--- config.mk ---
export PLATFORM = sky130hd
export DESIGN_NAME = key_mode_ctrl
export DESIGN_NICKNAME = d
export VERILOG_FILES = /design/src/rtl/key_mode_ctrl.sv
export SDC_FILE = /design/constraint.sdc
export NUM_CORES = 1
export LEC_CHECK = 0
export ABC_AREA = 1
export CAP_MARGIN = 20
export CORE_UTILIZATION = 40
export DETAILED_ROUTE_END_ITERATION = 12
export MAX_ROUTING_LAYER = met4
export PLACE_DENSITY_LB_ADDON = 0.12
export SYNTH_ARGS = -nofsm -noshare
export SYNTH_HDL_FRONTEND = slang
export SYNTH_SLANG_ARGS = --single-unit
--- constraint.sdc ---
create_clock -name sys_clk_i -period 2.15 [get_ports sys_clk_i]
set_input_delay 0.3225 -clock sys_clk_i [delete_from_list [all_inputs] [get_ports sys_clk_i]]
set_output_delay 0.3225 -clock sys_clk_i [all_outputs]
set_load 0.02 [all_outputs]
--- src/rtl/key_mode_ctrl.sv ---
// key_mode_ctrl: two-key (NEXT/PREV) mode selector with debounce, short/long
// press detection and an external mode-set handshake.
//   sys_clk_i, sys_rst_n_i      : clock, async active-low reset
//   key_button_i[1:0]           : raw active-low keys, [1]=NEXT [0]=PREV
//   mode_set_valid_i/idx_i      : external set request (accepted when ready)
//   mode_set_ready_o            : high while the mode FSM is in RUN
//   mode_idx_o / mode_onehot_o  : current mode, binary and one-hot
//   led_indicate_o              : active-low LEDs (~mode_onehot_o)
//   mode_change_o / set_err_o   : single-cycle status pulses

// Per-key path: 2-flop sync, debouncer, press FSM emitting short/long pulses.
module key_press #(
  parameter logic [19:0] DEBOUNCE_CYCLES   = 20'd1_000_000,
  parameter logic [31:0] LONG_PRESS_CYCLES = 32'd50_000_000
) (
  input  logic clk,
  input  logic rst_n,
  input  logic key_raw,
  output logic short_evt,
  output logic long_evt
);
  typedef enum logic [1:0] {K_UP, K_DOWN, K_LONG} kst_t;

  logic        s1, s2, deb;
  logic [19:0] dcnt;
  logic [31:0] hold;
  kst_t        st;

  always_ff @(posedge clk or negedge rst_n) begin
    if (!rst_n) begin
      s1 <= 1'b1; s2 <= 1'b1; deb <= 1'b1; dcnt <= '0;
      st <= K_UP; hold <= '0; short_evt <= 1'b0; long_evt <= 1'b0;
    end else begin
      s1 <= key_raw;
      s2 <= s1;
      // A sample equal to the accepted level means the synced level moved
      // back, so the run of differing samples restarts.
      if (s2 == deb)                         dcnt <= '0;
      else if (dcnt == DEBOUNCE_CYCLES - 20'd1) begin deb <= s2; dcnt <= '0; end
      else                                   dcnt <= dcnt + 20'd1;

      short_evt <= 1'b0;
      long_evt  <= 1'b0;
      case (st)
        K_UP: begin
          hold <= '0;
          if (!deb) st <= K_DOWN;
        end
        K_DOWN: begin
          if (deb) begin
            st <= K_UP; short_evt <= 1'b1; hold <= '0;
          end else begin
            if (hold != LONG_PRESS_CYCLES) hold <= hold + 32'd1;
            if (hold == LONG_PRESS_CYCLES - 32'd1) begin
              st <= K_LONG; long_evt <= 1'b1;
            end
          end
        end
        K_LONG:  if (deb) st <= K_UP;   // release after long: silent
        default: st <= K_UP;
      endcase
    end
  end
endmodule

module key_mode_ctrl #(
  parameter int          MODE_NUM          = 4,
  parameter logic [19:0] DEBOUNCE_CYCLES   = 20'd1_000_000,
  parameter logic [31:0] LONG_PRESS_CYCLES = 32'd50_000_000,
  localparam int         MW = (MODE_NUM > 2) ? $clog2(MODE_NUM) : 1
) (
  input  logic                sys_clk_i,
  input  logic                sys_rst_n_i,
  input  logic [1:0]          key_button_i,
  input  logic                mode_set_valid_i,
  input  logic [MW-1:0]       mode_set_idx_i,
  output logic                mode_set_ready_o,
  output logic [MW-1:0]       mode_idx_o,
  output logic [MODE_NUM-1:0] mode_onehot_o,
  output logic [MODE_NUM-1:0] led_indicate_o,
  output logic                mode_change_o,
  output logic                set_err_o
);
  typedef enum logic {IDLE, RUN} mst_t;

  localparam logic [MW-1:0]       LAST = MW'(MODE_NUM - 1);
  localparam logic [MW-1:0]       ONE  = MW'(1);
  localparam logic [MODE_NUM-1:0] OH1  = MODE_NUM'(1);

  logic [1:0]    short_evt, long_evt;
  logic [MW-1:0] nxt_idx;
  logic          err_nxt;
  mst_t          state;

  for (genvar k = 0; k < 2; k++) begin : g_key
    key_press #(
      .DEBOUNCE_CYCLES  (DEBOUNCE_CYCLES),
      .LONG_PRESS_CYCLES(LONG_PRESS_CYCLES)
    ) u_key (
      .clk      (sys_clk_i),
      .rst_n    (sys_rst_n_i),
      .key_raw  (key_button_i[k]),
      .short_evt(short_evt[k]),
      .long_evt (long_evt[k])
    );
  end

  // Priority: long press > accepted set > NEXT short > PREV short.
  // Both shorts together match neither single-key case and are dropped.
  always_comb begin
    nxt_idx = mode_idx_o;
    err_nxt = 1'b0;
    if (long_evt != 2'b00) begin
      nxt_idx = '0;
    end else if (mode_set_valid_i && mode_set_ready_o) begin
      if (32'(mode_set_idx_i) >= 32'(MODE_NUM)) err_nxt = 1'b1;
      else                                      nxt_idx = mode_set_idx_i;
    end else if (short_evt == 2'b10) begin
      nxt_idx = (mode_idx_o == LAST) ? '0 : mode_idx_o + ONE;
    end else if (short_evt == 2'b01) begin
      nxt_idx = (mode_idx_o == '0) ? LAST : mode_idx_o - ONE;
    end
  end

  always_ff @(posedge sys_clk_i or negedge sys_rst_n_i) begin
    if (!sys_rst_n_i) begin
      state            <= IDLE;
      mode_idx_o       <= '0;
      mode_onehot_o    <= '0;
      led_indicate_o   <= '1;
      mode_set_ready_o <= 1'b0;
      mode_change_o    <= 1'b0;
      set_err_o        <= 1'b0;
    end else begin
      case (state)
        IDLE: begin
          state            <= RUN;
          mode_set_ready_o <= 1'b1;
          mode_onehot_o    <= OH1 << mode_idx_o;
          led_indicate_o   <= ~(OH1 << mode_idx_o);
          mode_change_o    <= 1'b0;
          set_err_o        <= 1'b0;
        end
        default: begin
          mode_set_ready_o <= 1'b1;
          mode_idx_o       <= nxt_idx;
          mode_onehot_o    <= OH1 << nxt_idx;
          led_indicate_o   <= ~(OH1 << nxt_idx);
          mode_change_o    <= (nxt_idx != mode_idx_o);
          set_err_o        <= err_nxt;
        end
      endcase
    end
  end
endmodule

==> results.sh, run 1 <==
export IMPL_cts_buffer_depth=2
export IMPL_comb_power_share_pct=6.1
export IMPL_maxCapViolCount=0
export IMPL_insertion_delay_ns=0.42
export IMPL_slew_headroom_pct=64.0
export IMPL_cts_made_buffers=17
export IMPL_setup_viol=0
export IMPL_cp_max_fo=7
export IMPL_areaGrowthSynthToFinish_pct=14.0
export IMPL_num_nets_final=1190
export IMPL_r2r_cells=8
export IMPL_diodes=0
export IMPL_crit_required_ns=2.50
export IMPL_r2r_start="mode_idx_o[0]"
export IMPL_die_y_microns=143
export IMPL_grt_max_degree=45
export IMPL_synth_edf_count=0
export IMPL_ant_nets=0
export IMPL_netSwitchingFraction_pct=22.8
export IMPL_die_w_microns=143
export IMPL_gr_total_overflow=0
export IMPL_p_total_uw=5710
export IMPL_grt_pass1_wl_mm=34.2
export IMPL_critPathKind="reg -> reg"
export IMPL_pwr_share_seq_pct=44.6
export IMPL_clock_fmax_ghz=0.520
export IMPL_cp_end_kind="flip-flop"
export IMPL_power_switching_uw=1300
export IMPL_startpoint="mode_idx_o[0]"
export IMPL_grt_usage_pct=22.1
export IMPL_critPathArrivalTime_ns=2.27
export IMPL_drc=0
export IMPL_ys_types=48
export IMPL_ys_async_sr_fraction_pct=100
export IMPL_worst_pin_slew_ns=0.536
export IMPL_dpl_cell_area_sq_um=8460
export IMPL_grt_setup_unrepaired="false"
export IMPL_synth_area_sq_um=7920
export IMPL_clk_pin_slew_worst_paths_ns=0.06
export IMPL_worstHoldPathCells=1
export IMPL_startpoint_type="flip-flop"
export IMPL_placed_cells=1418
export IMPL_synth_most_common_cell="nand2_1"
export IMPL_synth_cells=1140
export IMPL_synth_area_top_cells="dfrtp_1 (38%), nand2_1 (16%), nor2_1 (9.0%)"
export IMPL_design_die_area_sq_um=20400
export IMPL_holdWs_ns=0.337
export IMPL_netlist_top_cells_count="nand2_1 (334), nor2_1 (190), inv_1 (132)"
export IMPL_setup_tns_ns=0
export IMPL_htree_levels=4
export IMPL_holdCritPathClass="in -> reg"
export IMPL_finalMaxSlewViolations=0
export IMPL_ioPinCount=20
export IMPL_intPower_uw=4410
export IMPL_period_share_pct=89.4
export IMPL_coreArea_sq_um=19500
export IMPL_wl_per_cell_microns=13.8
export IMPL_hold_path_startpoint="key_button_i[0]"
export IMPL_yosysSeqAreaShare_pct=41.2
export IMPL_placementRows=51
export IMPL_drt_pass1_iter_count=5
export IMPL_outcome="finished, final reports clean"
export IMPL_clockPowerShare_pct=49.3
export IMPL_path_cells="inv_1, ha_1, o21ai_0, nand2_1, o21ai_0, nor2_1, nor3_1, inv_1"
export IMPL_yosys_register_bits=130
export IMPL_crit_slowest_cell="dfrtp_1"
export IMPL_synth_top_area_share_pct=37.9
export IMPL_vias=7166
export IMPL_gp_congestion=0.957
export IMPL_cts_sinks=130
export IMPL_ys_flop_type="dfrtp_1"
export IMPL_crit_path_max_incr_delay_ns=0.46
export IMPL_finalHoldViolations=0
export IMPL_fin_skew_ns=0.00727
export IMPL_first_iter_violations=530
export IMPL_dp_final_hpwl_mm=14.7
export IMPL_p_leak_uw=0.00395
export IMPL_io_buffers=18
export IMPL_n_fill_cell=1970
export IMPL_grt_pass1_vias=6920
export IMPL_fin_crit_ns=1.92
export IMPL_clockRootBuffer="clkbuf_16"
export IMPL_start_util_pct=40.7
export IMPL_synth_top_cell_by_area="dfrtp_1"
export IMPL_power_density_nw_per_um2=632
export IMPL_cts_tree="yes"
export IMPL_antenna_found_initial=0
export IMPL_totalWireLength_mm=20.0
export IMPL_syn_nets=1157
export IMPL_finalInstanceArea_sq_um=9030
export IMPL_synth_warnings=0
export IMPL_layout_drive_gt1_share_pct=7.42
export IMPL_peakVddDrop_mv=0.498
export IMPL_final_cell_count_no_fill=1451
export IMPL_viasPerCell=4.94
export IMPL_avgSynthCellArea_sq_um=6.95
-- cell type report --
cell class	instances	area (sq um)	share of cell area (%)
clock buffer	25	475	5.26
clock inverter	7	85.1	0.942
inverter	137	517	5.72
multi-input combinational	853	4030	44.6
sequential	130	3270	36.2
tap	265	332	3.67
timing repair buffer	34	329	3.64
-- critical path: cells and delay by family, from the launching register on --
| family | cells | cell delay (ns) |
|---|---|---|
| and+or+nand+nor | 3 | 0.36 |
| adders and majority gates | 1 | 0.25 |
| DFF | 1 | 0.46 |
| AOI/OAI and AO/OA | 2 | 0.54 |
| buffers and inverters | 2 | 0.22 |
-- stage by stage --
step | utilization (%) | worst slack (ns)
2_1_floorplan | - | 0.385
3_3_place_gp | 43.5 | 0.237
3_5_place_dp | 43.5 | 0.203
4_1_cts | 46.4 | 0.183
5_1_grt | 46.4 | 0.0953
6_report | 46.4 | 0.228
-- layout by cell type, fill, tap and decap left out, drive strengths merged --
cell / instances
o2111ai: 1
o21ai: 62
conb: 2
o21a: 1
nor3: 37
clkinv: 6
nand3: 85
nor3b: 3
dlygate4sd3: 1
xnor2: 1
a21o: 1
or2: 6
o31ai: 1
a21boi: 1
inv: 136
nor2: 197
clkdlybuf4s50: 17
dfrtp: 120
buf: 16
bufinv: 2
clkbuf: 25
xor2: 18
ha: 10
dfstp: 10
nand4: 57
o21bai: 3
nand2: 339
o22ai: 2
a31oi: 1
a21oi: 18
nand3b: 4
nor4: 3
-- per-layer routing --
metal	up-vias	wire, microns	GRT usage (%)
met5	-	0	-
met4	0	216	5.26
met3	22	731	4.43
met2	123	9170	34.4
met1	3288	9910	29.4
li1	3733	-	-
-- repair_timing --
action | 4_1_cts | 5_1_grt
gates resized for setup | 0 | 1
hold buffers | 1 | 0
setup buffers | 0 | 0
endpoints found under the hold margin | 38 | 0
endpoints found under the setup margin | 0 | 1
-- flip-flops by register name (all words and copies together) (netlist names), 2 cells and up --
signal	count
g_key.u_key.deb	2
led_indicate_o	4
g_key.u_key.s1	2
g_key.u_key.s2	2
g_key.u_key.long_evt	2
g_key.u_key.st	4
g_key.u_key.short_evt	2
g_key.u_key.hold	64
mode_onehot_o	4
g_key.u_key.dcnt	40
mode_idx_o	2
-- worst paths after layout --
check                                          end  slack [ns]
worst min register to register   g_key[0].u_key.s2        0.36
worst min-delay path             g_key[0].u_key.s1        0.34
worst max-delay path             led_indicate_o[0]        0.23
worst max register to register   led_indicate_o[0]        0.23
min in group asynchronous         mode_onehot_o[1]        0.41
max in group asynchronous       g_key[0].u_key.deb        1.10
-- cells by family after synthesis --
logic type	after synthesis	synth area share (%)
buffers and inverters	157	7.95
other	2	0.0948
AO/OA/AOI/OAI	91	6.49
AND/OR/NAND/NOR	731	40.6
XOR/XNOR	19	2.10
flip-flops	130	41.2
adder cells (fa/ha/maj)	10	1.58
-- power groups by stage --
| stage | logic [uW] | clock network [uW] | registers [uW] |
|---|---|---|---|
| after floorplan | 117 | 0 | 2640 |
| after CTS | 361 | 2890 | 2540 |
| after global routing | 397 | 2990 | 2550 |
| final | 350 | 2810 | 2550 |
| after global placement | 357 | 0 | 2590 |
| after detailed placement | 357 | 0 | 2590 |
(Power assumes the default switching activity.)
==> inputs of run 2 (changes only) <==
CORE_MARGIN = 8   (was unset)
SKIP_CTS_REPAIR_TIMING = 1   (was unset)
==> results.sh, run 2 (synthesized netlist as in run 1, its figures left out) <==
export IMPL_areaGrowthSynthToFinish_pct=15.0
export IMPL_gr_total_overflow=0
export IMPL_critPathKind="reg -> reg"
export IMPL_slew_headroom_pct=60.5
export IMPL_peakVddDrop_mv=0.511
export IMPL_worst_pin_slew_ns=0.589
export IMPL_maxCapViolCount=0
export IMPL_cts_buffer_depth=2
export IMPL_intPower_uw=4660
export IMPL_drc=0
export IMPL_crit_path_frequent_cell="nor2_1"
export IMPL_n_fill_cell=1952
export IMPL_first_iter_violations=465
export IMPL_fin_skew_ns=0.0114
export IMPL_wl_per_cell_microns=13.9
export IMPL_clockPowerShare_pct=52.2
export IMPL_grt_usage_pct=17.8
export IMPL_crit_slowest_cell="dfrtp_1"
export IMPL_regMostFlops="g_key.u_key.hold"
export IMPL_design_die_area_sq_um=24600
export IMPL_cts_made_buffers=17
export IMPL_grt_pass1_vias=6904
export IMPL_finalHoldViolations=0
export IMPL_grt_pass1_wl_mm=34.0
export IMPL_clock_fmax_ghz=0.513
export IMPL_r2r_start="g_key[0].u_key.hold[1]"
export IMPL_die_y_microns=157
export IMPL_grt_max_degree=48
export IMPL_final_common_cell="nand2_1"
export IMPL_cts_sinks=130
export IMPL_reg2reg_to="g_key[0].u_key.hold[30]"
export IMPL_p_total_uw=6040
export IMPL_worstHoldPathCells=1
export IMPL_r2r_cells=8
export IMPL_drt_pass1_iter_count=5
export IMPL_pwr_share_seq_pct=42.1
export IMPL_diodes=0
export IMPL_ant_nets=0
export IMPL_cts_tree="yes"
export IMPL_power_density_nw_per_um2=663
export IMPL_mostFrequentLayoutCells="nand2_1 (334), nor2_1 (190), inv_1 (132)"
export IMPL_num_nets_final=1192
export IMPL_cpLargestDelayFamily="simple AND/OR/NAND/NOR gates"
export IMPL_largest_register_ffs=64
export IMPL_io_buffers=18
export IMPL_r2r_slack_ns=0.20
export IMPL_gp_congestion=0.917
export IMPL_setup_tns_ns=0
export IMPL_ioPinCount=20
export IMPL_setup_viol=0
export IMPL_start_util_pct=40.7
export IMPL_dp_final_hpwl_mm=14.8
export IMPL_totalWireLength_mm=20.3
export IMPL_path_depth=8
export IMPL_cp_end_kind="flip-flop"
export IMPL_holdPathEnd="g_key[1].u_key.s1"
export IMPL_clk_pin_slew_worst_paths_ns=0.06
export IMPL_period_share_pct=90.7
export IMPL_antenna_found_initial=0
export IMPL_grt_setup_unrepaired="false"
export IMPL_hold_path_startpoint="key_button_i[1]"
export IMPL_cp_max_fo=6
export IMPL_path_cells="ha_1, nand3_1, nor2_1, inv_1, nor2_1, nand2_1, xor2_1, o21ai_0"
export IMPL_viasPerCell=5.04
export IMPL_clockRootBuffer="clkbuf_16"
export IMPL_finalMaxSlewViolations=0
export IMPL_comb_power_share_pct=5.8
export IMPL_crit_path_max_incr_delay_ns=0.40
export IMPL_fin_crit_ns=1.95
export IMPL_placementRows=51
export IMPL_holdWs_ns=0.299
export IMPL_htree_levels=4
export IMPL_die_w_microns=157
export IMPL_layout_drive_gt1_share_pct=7.91
export IMPL_startpoint_type="flip-flop"
export IMPL_netSwitchingFraction_pct=22.9
export IMPL_power_switching_uw=1390
export IMPL_vias=7316
export IMPL_outcome="finished, final reports clean"
export IMPL_top_regs="g_key.u_key.hold: 64 flops, g_key.u_key.dcnt: 40 flops"
export IMPL_insertion_delay_ns=0.42
export IMPL_crit_required_ns=2.49
export IMPL_critPathArrivalTime_ns=2.29
export IMPL_holdCritPathClass="in -> reg"
export IMPL_p_leak_uw=0.00399
export IMPL_critPathBufInv=1
export IMPL_coreArea_sq_um=19500
-- run 2: cell types whose count changed in the layout (fill, tap and decap cells not counted), sizes merged --
| cell | change |
|---|---|
| buf | +2 |
| clkbuf | -5 |
| clkinvlp | +2 |
| inv | +1 |
| bufinv | +2 |
-- run 2: stage by stage --
step                      util [%]  instances  setup WS (ns)  area, sq um
after floorplan                  -       1140          0.385         7920
after global placement        43.5       1420          0.261         8460
after detailed placement      43.5       1420          0.229         8460
after CTS                     46.7       1452          0.207         9100
after global routing          46.8       1453         0.0358         9110
final                         46.8       1453          0.200         9110
-- run 2: area by class of cell --
cell class	count	area, sq um	area share, %
Timing Repair Buffer	36	332	3.64
Tap cell	265	332	3.64
Clock inverter	12	180	1.98
Multi-Input combinational cell	853	4030	44.2
Inverter	137	517	5.67
Sequential cell	130	3270	35.9
Clock buffer	20	457	5.01
-- run 2: worst max-delay path by stage --
stage	startpoint	endpoint	slack [ns]
6_report	g_key[0].u_key.hold[1]	g_key[0].u_key.hold[30]	0.20
3_5_place_dp	g_key[0].u_key.hold[0]	g_key[0].u_key.hold[30]	0.23
2_1_floorplan	mode_idx_o[0]	mode_onehot_o[2]	0.38
3_3_place_gp	g_key[0].u_key.hold[0]	g_key[0].u_key.hold[30]	0.26
5_1_grt	g_key[0].u_key.hold[0]	g_key[0].u_key.hold[30]	0.04
4_1_cts	g_key[0].u_key.hold[1]	g_key[0].u_key.hold[30]	0.21
-- run 2: power by group through the flow --
stage	sequential (uW)	clock, uW	combinational, uW
5_1_grt	2550	3340	396
3_5_place_dp	2590	0	355
2_1_floorplan	2640	0	117
4_1_cts	2540	3230	357
6_report	2540	3150	347
3_3_place_gp	2590	0	354
-- run 2: metal layers --
metal	vias up	wire length (microns)	part of all wire [%]	track usage, %
met3	23	1120	5.5	3.83
met4	0	309	1.5	5.72
li1	3732	-	-	-
met2	195	9140	45	27.6
met1	3366	9690	48	22.7
met5	-	0	0	-
